### config.mk
export PLATFORM = sky130hd
export DESIGN_NAME = color_cmd_feeder_flat
export DESIGN_NICKNAME = d
export VERILOG_FILES = /design/src/rtl/color_feed_pkg.sv /design/src/rtl/color_cmd_feeder_if.sv /design/src/rtl/color_cmd_fifo.sv /design/src/rtl/color_cmd_feeder.sv /design/src/flat_wrapper.sv
export SDC_FILE = /design/constraint.sdc
export NUM_CORES = 1
export LEC_CHECK = 0
export CAP_MARGIN = 0
export CORE_ASPECT_RATIO = 0.9
export CORE_MARGIN = 2
export CORE_UTILIZATION = 40
export DETAILED_ROUTE_END_ITERATION = 16
export GPL_TIMING_DRIVEN = 0
export SYNTH_ARGS = -nofsm -noshare
export SYNTH_HDL_FRONTEND = slang
export SYNTH_SLANG_ARGS = --single-unit
### constraint.sdc
create_clock -name clk -period 4.8 [get_ports clk]
set_input_delay 0.72 -clock clk [delete_from_list [all_inputs] [get_ports clk]]
set_output_delay 0.72 -clock clk [all_outputs]
set_load 0.005 [all_outputs]
### src/rtl/color_feed_pkg.sv
// Shared types and command codes for the colour command feeder.
// The feeder sits upstream of the Color Mealy FSM.
package color_feed_pkg;

  typedef enum logic [1:0] {
    IDLE     = 2'd0,
    ISSUE    = 2'd1,
    GAP_WAIT = 2'd2
  } feeder_state_t;

  localparam logic [1:0] CMD_HOLD   = 2'h0;
  localparam logic [1:0] CMD_TOGGLE = 2'h1;
  localparam logic [1:0] CMD_IDLE   = 2'h3;
  localparam int         GAP_W      = 4;

  function automatic logic is_legal_cmd(input logic [1:0] c);
    return (c == CMD_HOLD) || (c == CMD_TOGGLE);
  endfunction

endpackage

### src/rtl/color_cmd_feeder_if.sv
// Valid/ready command stream into the colour command feeder.
interface color_cmd_feeder_if;
  logic       cmd_valid;
  logic [1:0] cmd_data;
  logic       cmd_ready;

  modport master (output cmd_valid, output cmd_data, input  cmd_ready);
  modport slave  (input  cmd_valid, input  cmd_data, output cmd_ready);
endinterface

### src/rtl/color_cmd_fifo.sv
// Small power-of-two FIFO holding queued colour commands; head is read combinationally.
module color_cmd_fifo
  import color_feed_pkg::*;
#(
  parameter int DEPTH = 4,
  parameter int W     = 2
) (
  input  logic                     clk,
  input  logic                     rst_n,
  input  logic                     flush,
  input  logic                     push,
  input  logic [W-1:0]             push_data,
  input  logic                     pop,
  output logic [W-1:0]             head,
  output logic                     full,
  output logic                     empty,
  output logic [$clog2(DEPTH):0]   count
);

  localparam int AW = $clog2(DEPTH);

  logic [W-1:0]  mem [DEPTH];
  logic [AW-1:0] wr_ptr;
  logic [AW-1:0] rd_ptr;

  // Pointers wrap naturally at DEPTH; count tells full from empty.
  always_ff @(posedge clk or negedge rst_n) begin
    if (!rst_n) begin
      wr_ptr <= '0;
      rd_ptr <= '0;
      count  <= '0;
    end else if (flush) begin
      wr_ptr <= '0;
      rd_ptr <= '0;
      count  <= '0;
    end else begin
      if (push) wr_ptr <= wr_ptr + 1'b1;
      if (pop)  rd_ptr <= rd_ptr + 1'b1;
      case ({push, pop})
        2'b10:   count <= count + 1'b1;
        2'b01:   count <= count - 1'b1;
        default: count <= count;
      endcase
    end
  end

  always_ff @(posedge clk) begin
    if (push && !flush) mem[wr_ptr] <= push_data;
  end

  assign head  = mem[rd_ptr];
  assign full  = (count == (AW + 1)'(DEPTH));
  assign empty = (count == '0);

endmodule

### src/rtl/color_cmd_feeder.sv
// Buffers colour commands and issues each one to the Color FSM for a single
// cycle followed by GAP idle cycles; 2'h3 is driven whenever nothing is issued.
module color_cmd_feeder
  import color_feed_pkg::*;
#(
  parameter int DEPTH = 4,
  parameter int GAP   = 1
) (
  input  logic                   clk,
  input  logic                   rst_n,
  color_cmd_feeder_if.slave      cmd,
  input  logic                   flush,
  output logic [1:0]             fsm_in,
  output logic                   busy,
  output logic [$clog2(DEPTH):0] count,
  output logic [7:0]             drop_cnt
);

  localparam logic [GAP_W-1:0] GAP_LOAD = (GAP > 0) ? GAP_W'(GAP - 1) : '0;

  feeder_state_t    state;
  logic [GAP_W-1:0] gap_cnt;
  logic             fifo_full;
  logic             fifo_empty;
  logic [1:0]       fifo_head;
  logic             xfer;
  logic             push;
  logic             pop;

  assign cmd.cmd_ready = !fifo_full && !flush;
  assign xfer          = cmd.cmd_valid && cmd.cmd_ready;
  assign push          = xfer && is_legal_cmd(cmd.cmd_data);

  color_cmd_fifo #(.DEPTH(DEPTH), .W(2)) u_fifo (
    .clk       (clk),
    .rst_n     (rst_n),
    .flush     (flush),
    .push      (push),
    .push_data (cmd.cmd_data),
    .pop       (pop),
    .head      (fifo_head),
    .full      (fifo_full),
    .empty     (fifo_empty),
    .count     (count)
  );

  // Pop whenever the sequencer is about to start a new issue slot.
  always_comb begin
    pop = 1'b0;
    if (!flush && !fifo_empty) begin
      case (state)
        IDLE:     pop = 1'b1;
        ISSUE:    pop = (GAP == 0);
        GAP_WAIT: pop = (gap_cnt == '0);
        default:  pop = 1'b0;
      endcase
    end
  end

  always_ff @(posedge clk or negedge rst_n) begin
    if (!rst_n) begin
      state   <= IDLE;
      fsm_in  <= CMD_IDLE;
      gap_cnt <= '0;
    end else if (flush) begin
      state   <= IDLE;
      fsm_in  <= CMD_IDLE;
      gap_cnt <= '0;
    end else begin
      case (state)
        IDLE: begin
          if (pop) begin
            fsm_in <= fifo_head;
            state  <= ISSUE;
          end else begin
            fsm_in <= CMD_IDLE;
          end
        end
        ISSUE: begin
          if (GAP > 0) begin
            fsm_in  <= CMD_IDLE;
            gap_cnt <= GAP_LOAD;
            state   <= GAP_WAIT;
          end else if (pop) begin
            fsm_in <= fifo_head;
          end else begin
            fsm_in <= CMD_IDLE;
            state  <= IDLE;
          end
        end
        GAP_WAIT: begin
          if (gap_cnt == '0) begin
            if (pop) begin
              fsm_in <= fifo_head;
              state  <= ISSUE;
            end else begin
              fsm_in <= CMD_IDLE;
              state  <= IDLE;
            end
          end else begin
            fsm_in  <= CMD_IDLE;
            gap_cnt <= gap_cnt - 1'b1;
          end
        end
        default: begin
          fsm_in <= CMD_IDLE;
          state  <= IDLE;
        end
      endcase
    end
  end

  // Illegal commands are swallowed; flush leaves the tally alone.
  always_ff @(posedge clk or negedge rst_n) begin
    if (!rst_n) begin
      drop_cnt <= '0;
    end else if (xfer && !is_legal_cmd(cmd.cmd_data) && (drop_cnt != 8'hFF)) begin
      drop_cnt <= drop_cnt + 1'b1;
    end
  end

  assign busy = (state != IDLE) || !fifo_empty;

endmodule

### src/flat_wrapper.sv
// flat-port wrapper written by rule: the top's interface ports become plain ports
module color_cmd_feeder_flat import color_feed_pkg::*;
#(
  parameter int DEPTH = 4,
  parameter int GAP   = 1
)
  (clk, rst_n, flush, fsm_in, busy, count, drop_cnt, cmd_cmd_valid, cmd_cmd_data, cmd_cmd_ready);
  color_cmd_feeder_if cmd_i ();
  input  logic clk;
  input  logic rst_n;
  input  logic flush;
  output logic [1:0] fsm_in;
  output logic busy;
  output logic [$clog2(DEPTH):0] count;
  output logic [7:0] drop_cnt;
  input wire logic [$bits(cmd_i.cmd_valid)-1:0] cmd_cmd_valid;
  input wire logic [$bits(cmd_i.cmd_data)-1:0] cmd_cmd_data;
  output wire logic [$bits(cmd_i.cmd_ready)-1:0] cmd_cmd_ready;
  assign cmd_i.cmd_valid = cmd_cmd_valid;
  assign cmd_i.cmd_data = cmd_cmd_data;
  assign cmd_cmd_ready = cmd_i.cmd_ready;
  color_cmd_feeder #(.DEPTH(DEPTH), .GAP(GAP)) u_core (.clk(clk), .rst_n(rst_n), .cmd(cmd_i), .flush(flush), .fsm_in(fsm_in), .busy(busy), .count(count), .drop_cnt(drop_cnt));
endmodule
Word level (Yosys, flattened, before mapping)
Memories as Yosys holds them, arrays and structs flattened.
Index checks and enable logic that the tools add are counted.
- output and inout bits: 15
- memories: 1
- input port bits: 6
- bits in writable memories: 8
- register bits after elaboration: 23
- logic and storage cells: 70
- reductions and logical operators: 24
- $add $sub $neg: 6
- mux-type cells: 22
- equal/unequal tests: 10
- memories (name ; words ; width ; rd ports ; clocked after memory_dff ; write ports ; RTL line ; text):
    u_core.u_fifo.mem ; 4 ; 2 ; 1 ; 0 ; 1 ; color_cmd_fifo.sv:22 ; logic [W-1:0] mem [DEPTH];
- operators with widths (operator ; number):
    $mux W2 ; 10
    $add A8 B1 Y8 const B ; 1
    $mux W4 ; 2
    $ne A8 B8 Y1 const B ; 1
    $pmux W4 S2 ; 1
    $logic_and A1 B1 Y1 ; 7
    $eq A2 B1 Y1 const B ; 3
    $ne A3 B3 Y1 const B ; 2
    $pmux W2 S3 ; 1
    $pmux W3 S2 ; 1
    $reduce_bool A2 Y1 ; 3
    $reduce_bool A3 Y1 ; 2
    $add A2 B1 Y2 const B ; 2
    $eq A2 B2 Y1 const B ; 2
    $logic_not A1 Y1 ; 4
    $logic_not A2 Y1 ; 2
    $logic_not A4 Y1 ; 1
    $mux W1 ; 4
    $pmux W2 S2 ; 1
    $reduce_and A2 Y1 ; 2
    $sub A4 B1 Y4 const B ; 1
    $add A3 B1 Y3 const B ; 1
    $eq A3 B3 Y1 const B ; 1
    $logic_not A3 Y1 ; 1
    5 further kinds ; 6

Depth between registers and ports, before layout
- depth in word-level cells: 8
- gate-level depth with buffers: 9
- mapped depth without buffers: 9

Cells and area by module
A second synthesis with hierarchy kept.
- cells, all modules: 138
- area, all modules: 1642.8 sq um
- by module, submodules not included (module ; cells an instance ; seq. area each (sq um) ; area each (sq um) ; instances):
    color_cmd_feeder ; 85 ; 402.9 ; 898.4 ; 1
    color_cmd_fifo ; 53 ; 415.4 ; 744.5 ; 1

Worst setup path after synthesis
No wires, ideal clock.
- kind: input port to flip-flop
- start: input port flush
- end: register u_core.u_fifo.count[1]
- path buffers: 0
- stages: 7
- setup slack: 2.293 ns
- required time: 4.665 ns
- arrival time: 2.372 ns
- setup time: 0.135 ns
- cell sequence: or3b_2 -> nor2_1 -> nor3_1 -> fa_1 -> nor2b_1 -> a32oi_1 -> o31ai_1
- cells in the longest elaborated chain, start to end: 7
- elaborated cells between the ends (all ways): 11
- classes of those cells: 2 x eq/ne; 3 x mux; 6 x reduce/logical
- RTL lines (item ; RTL line ; text):
    start: declaration ; flat_wrapper.sv:11 ; input logic flush;
    $logic_not A1 Y1 ; color_cmd_feeder.sv:30, color_cmd_feeder.sv:50 ;
    $logic_and A1 B1 Y1 ; color_cmd_feeder.sv:30 ; assign cmd.cmd_ready = !fifo_full && !flush;
    $logic_and A1 B1 Y1 ; color_cmd_feeder.sv:31 ; assign xfer = cmd.cmd_valid && cmd.cmd_ready;
    $logic_and A1 B1 Y1 ; color_cmd_feeder.sv:32 ; assign push = xfer && is_legal_cmd(cmd.cmd_data);
    $eq A2 B1 Y1 / $eq A2 B2 Y1 (equally long branches) ; color_cmd_fifo.sv:39 ; case ({push, pop})
    $pmux W3 S2 ; color_cmd_fifo.sv:39 ;
    $mux W3 ; color_cmd_fifo.sv:32 ; end else if (flush) begin
    end signal: assignment ; color_cmd_fifo.sv:40 ; 2'b10: count <= count + 1'b1;
    end signal: assignment ; color_cmd_fifo.sv:41 ; 2'b01: count <= count - 1'b1;
    end signal: assignment ; color_cmd_fifo.sv:42 ; default: count <= count;
    end: declaration ; color_cmd_fifo.sv:17 ; output logic [$clog2(DEPTH):0] count
Several ways; a longest one is shown, not always the timed one.
A chain may end at the register's enable or synchronous reset.

Final worst setup path
- start: input port flush
- end: output port cmd_cmd_ready
- cells in the longest elaborated chain, start to end: 2
- RTL lines (item ; RTL line ; text):
    $logic_not A1 Y1 ; color_cmd_feeder.sv:30 ;
    $logic_and A1 B1 Y1 ; color_cmd_feeder.sv:30 ;
    end: declaration ; flat_wrapper.sv:18 ; output wire logic [$bits(cmd_i.cmd_ready)-1:0] cmd_cmd_ready;
No other way between the ends.

==> impl_results.md <==
* Outcome: completed
* Simple-gate portion of the synthesized area at 23.2%
* Syn Inst Count at 163
* Dominant synthesized flop cell: sky130_fd_sc_hd__dfrtp_1
* Number of buffers created by CTS at 5
* Clock slew seen by the registers of the worst setup and hold paths at 0.06 ns
* Arrival time at the worst endpoint at 2.64 ns
* Post-detailed-routing wire length at between 3000 and 4000 um
* Synth Net Count at 176
* Detail-routed net length per standard cell at 15.1 um
* Relative slew slack at 27.1%
* Category of the worst setup path launch point: input port
* Routability congestion estimate at 0.829
* Via density per instance at ~5.6
* Largest net degree at the start of global routing at 24
* Die Y-Extent at between 60 and 70 um
* Global-route wire length before repair at 6050 um
* Ports placed on the boundary at 21
* Total grt overflow at 0
* Critical-path cell with the highest stage delay: sky130_fd_sc_hd__clkdlybuf4s50_1
* Number of global-route vias before repair at 1,265
* Final critical path time including I/O delays and setup at 3.36 ns
* Global routing usage summed across all routing layers at around 17%
* Source of the worst hold timing path: u_core.drop_cnt[0]$_DFFE_PN0P_
* Count of distinct cell types in the synthesized netlist at 42
* Cell family contributing the most delay on the critical path: buffers and inverters
* Launching point of the worst reg2reg path: u_core.gap_cnt[0]$_DFFE_PN0P_
* Class of the tightest hold or removal check: reg2reg
* Post-cts hold buffer count at 0
* Maximum fanout along the worst path at 10
* Violation count after the first detailed-route iteration at 79
* Required @ worst endpoint at roughly 4.1 ns
* Maximum root-to-sink buffer count at 2
* Initial Utilization at a little over two fifths
* Number of standard cells in the final layout excluding fillers at 239
* Post-place instance area at approximately 2000 um^2
* FF-to-FF path depth at 9
* Post-Syn Area at 1710 um^2
* Worst r2r dst: u_core.u_fifo.count[1]$_DFFE_PN0P_
* Slew at the pin closest to its max-slew limit at 1.09 ns
* Delay contributed by the slowest stage of the critical path at ~0.50 ns
* Number of hold violations in the final report at 0
* Overall Power at 0.983 mW
* RSZ-0062 raised after global routing: no
* Fin Setup TNS at 0 ns
* Area grow syn2layout at 21.1%
* Achievable Freq at 0.297 GHz
* Class of the most critical setup path: in2out
* Core Box Area at 4100 um^2
* Rows at 22
* Dominant combinational cell family by area after synthesis: simple AND/OR/NAND/NOR gates
* Yosys warning total at 0
* Remaining antenna violation count after routing at 0
* Final std cell area, no fill at 2070 um^2
* Leading cell type in the layout, fill and taps excluded: sky130_fd_sc_hd__dfrtp_1
* Number of endpoints failing setup at the final stage at 0
* Number of remaining DRC errors at 0
* Buffer count from post-CTS setup fixing at 0
* Syn_area_per_cell at 10.5 um^2
* Final number of max-transition violations at 0
* Crit share post-route at approximately 70%
* IR Drop Worst-Case VDD at 0.000239 V
* Antenna violations before repair at 0
* Count of input and output buffers at 20
* Critical path endpoint category: output port
* Half-perimeter wire length of the detailed placement result at ~2600 um
* Crit path buffers/inverters at 4
* Final nets at 203
* Share of post-route cells with drive strength above 1 at 10.5%
* Worst Hold Path Cells at 1
* Clock tree root driver cell: sky130_fd_sc_hd__clkbuf_8
* Number of H-tree levels at 2
* Capture endpoint of the worst hold path: u_core.drop_cnt[0]$_DFFE_PN0P_
* TritonCTS clock tree: done
* Leakage power at 0.820 nW
* Cell breakdown of the critical path: clkdlybuf4s50_1, clkbuf_1, clkbuf_1, nor2_1, clkdlybuf4s50_1
* Share of synthesized flip-flops with an asynchronous set or reset at 74.2%
* Mux contribution to synthesized area at 4.54%
* Number of inserted diodes at 0
* Iteration count of the initial detailed-routing pass at 4
* Sequential cell area fraction in the yosys report at 47.8%
* PostCTS Resize Cnt at 0
* Max-cap violations at 0
* Compound-Gate Fraction of Synth Area at 11.3%
* Number of enable-type register cells in the synthesized netlist at 8
* Sink Count at 31
* Leading cell types in the layout, fill and taps excluded: sky130_fd_sc_hd__dfrtp_1, sky130_fd_sc_hd__clkdlybuf4s50_1, sky130_fd_sc_hd__nor2_1, sky130_fd_sc_hd__inv_1
* Reg-to-reg setup timing slack at about 2.0 ns
* Vias at 1,327
* Area of the die at 4820 um^2
* Insertion delay of the later-clocked pin in the worst-skew pair at 0.28 ns
* X dimension of the die at around 73 um
* Cell Pwr Density at roughly 470 nW/um^2
* Worst clock skew at 0.00711 ns
* Final design utilization at 50.5%
* Instance count after placement with tap cells included at 231
* Number of flip-flops and latches in the synthesized netlist at 31
* XOR/XNOR share of the synthesized area at 4.10%
* Adder and majority gate portion of the synthesized area at about 5.6%
==> through the flow <==
stage               setup slack, ns  hold WS, ns
floorplan                      2.29        0.424
global placement               1.43        0.519
detailed placement             1.43        0.513
CTS                            1.41        0.528
global route                   1.29        0.553
finish                         1.44        0.525
==> power breakdown <==
group          switching [mW]  leakage, nW  internal, mW
sequential             0.0649        0.376         0.318
combinational           0.180        0.392         0.194
clock                  0.0961       0.0515         0.131
total                   0.341        0.820         0.642
==> cell usage after synthesis, types with 3 or more instances <==
library cell,n,area share [%]
sky130_fd_sc_hd__a21oi_1,8,2.3
sky130_fd_sc_hd__nor3b_2,3,2.2
sky130_fd_sc_hd__nor2b_1,3,1.1
sky130_fd_sc_hd__nor3_1,8,2.3
sky130_fd_sc_hd__edfxtp_1,8,14
sky130_fd_sc_hd__ha_1,6,4.4
sky130_fd_sc_hd__and3_1,6,2.2
sky130_fd_sc_hd__dfrtp_1,21,31
sky130_fd_sc_hd__nand3_1,8,2.3
sky130_fd_sc_hd__nand2_1,4,0.88
sky130_fd_sc_hd__inv_1,11,2.4
sky130_fd_sc_hd__or3_1,4,1.5
sky130_fd_sc_hd__clkbuf_1,5,1.1
sky130_fd_sc_hd__nor3b_1,3,1.3
sky130_fd_sc_hd__xnor2_1,6,3.1
sky130_fd_sc_hd__o21ai_0,8,2.3
sky130_fd_sc_hd__nor2_1,16,3.5
==> registers in the layout, indices dropped and copies added, names as in the netlist <==
name	cells
u_core.state	2
u_core.fsm_in	2
u_core.gap_cnt	4
u_core.u_fifo.count	3
u_core.u_fifo.mem	8
u_core.drop_cnt	8
u_core.u_fifo.rd_ptr	2
u_core.u_fifo.wr_ptr	2
==> cells by family after synthesis <==
family | Yosys count
XOR/XNOR | 8
multiplexers | 5
flip-flops | 31
AO/OA/AOI/OAI | 28
adder cells (fa/ha/maj) | 7
buffers and inverters | 16
AND/OR/NAND/NOR | 68
==> per-layer routing <==
| layer | vias to the layer above | part of all wire [%] | global-route usage (%) |
|---|---|---|---|
| li1 | 651 | - | - |
| met1 | 632 | 49 | 22.9 |
| met2 | 37 | 44 | 25.0 |
| met3 | 7 | 5.2 | 4.42 |
| met4 | 0 | 1.6 | 6.02 |
| met5 | - | 0 | 0 |
==> worst reg2reg max path, delay by kind of cell (launching register included) <==
family,cells,cell delay (ns)
AND/OR/NAND/NOR,3,0.91
flip-flops,1,0.40
buffers and inverters,1,0.10
AO/OA/AOI/OAI,3,0.60
adder cells (fa/ha/maj),2,0.71
==> worst max path at each step <==
stage / from / endpoint / slack (ns) / cells past startpoint
2_1_floorplan: flush / u_core.u_fifo.count[1]$_DFFE_PN0P_ / 2.29 / 7
3_3_place_gp: flush / cmd_cmd_ready / 1.43 / 5
3_5_place_dp: flush / cmd_cmd_ready / 1.43 / 5
4_1_cts: flush / cmd_cmd_ready / 1.41 / 5
5_1_grt: flush / cmd_cmd_ready / 1.29 / 5
6_report: flush / cmd_cmd_ready / 1.44 / 5
==> area by class of cell <==
| type | count | area, um^2 |
|---|---|---|
| Fill cell | 369 | 2030 |
| Multi-Input combinational cell | 116 | 832 |
| Sequential cell | 31 | 818 |
| Timing Repair Buffer | 20 | 200 |
| Clock buffer | 8 | 100 |
| Tap cell | 48 | 60.1 |
| Inverter | 11 | 41.3 |
| Buffer | 5 | 18.8 |
(Power assumes the default switching activity.)
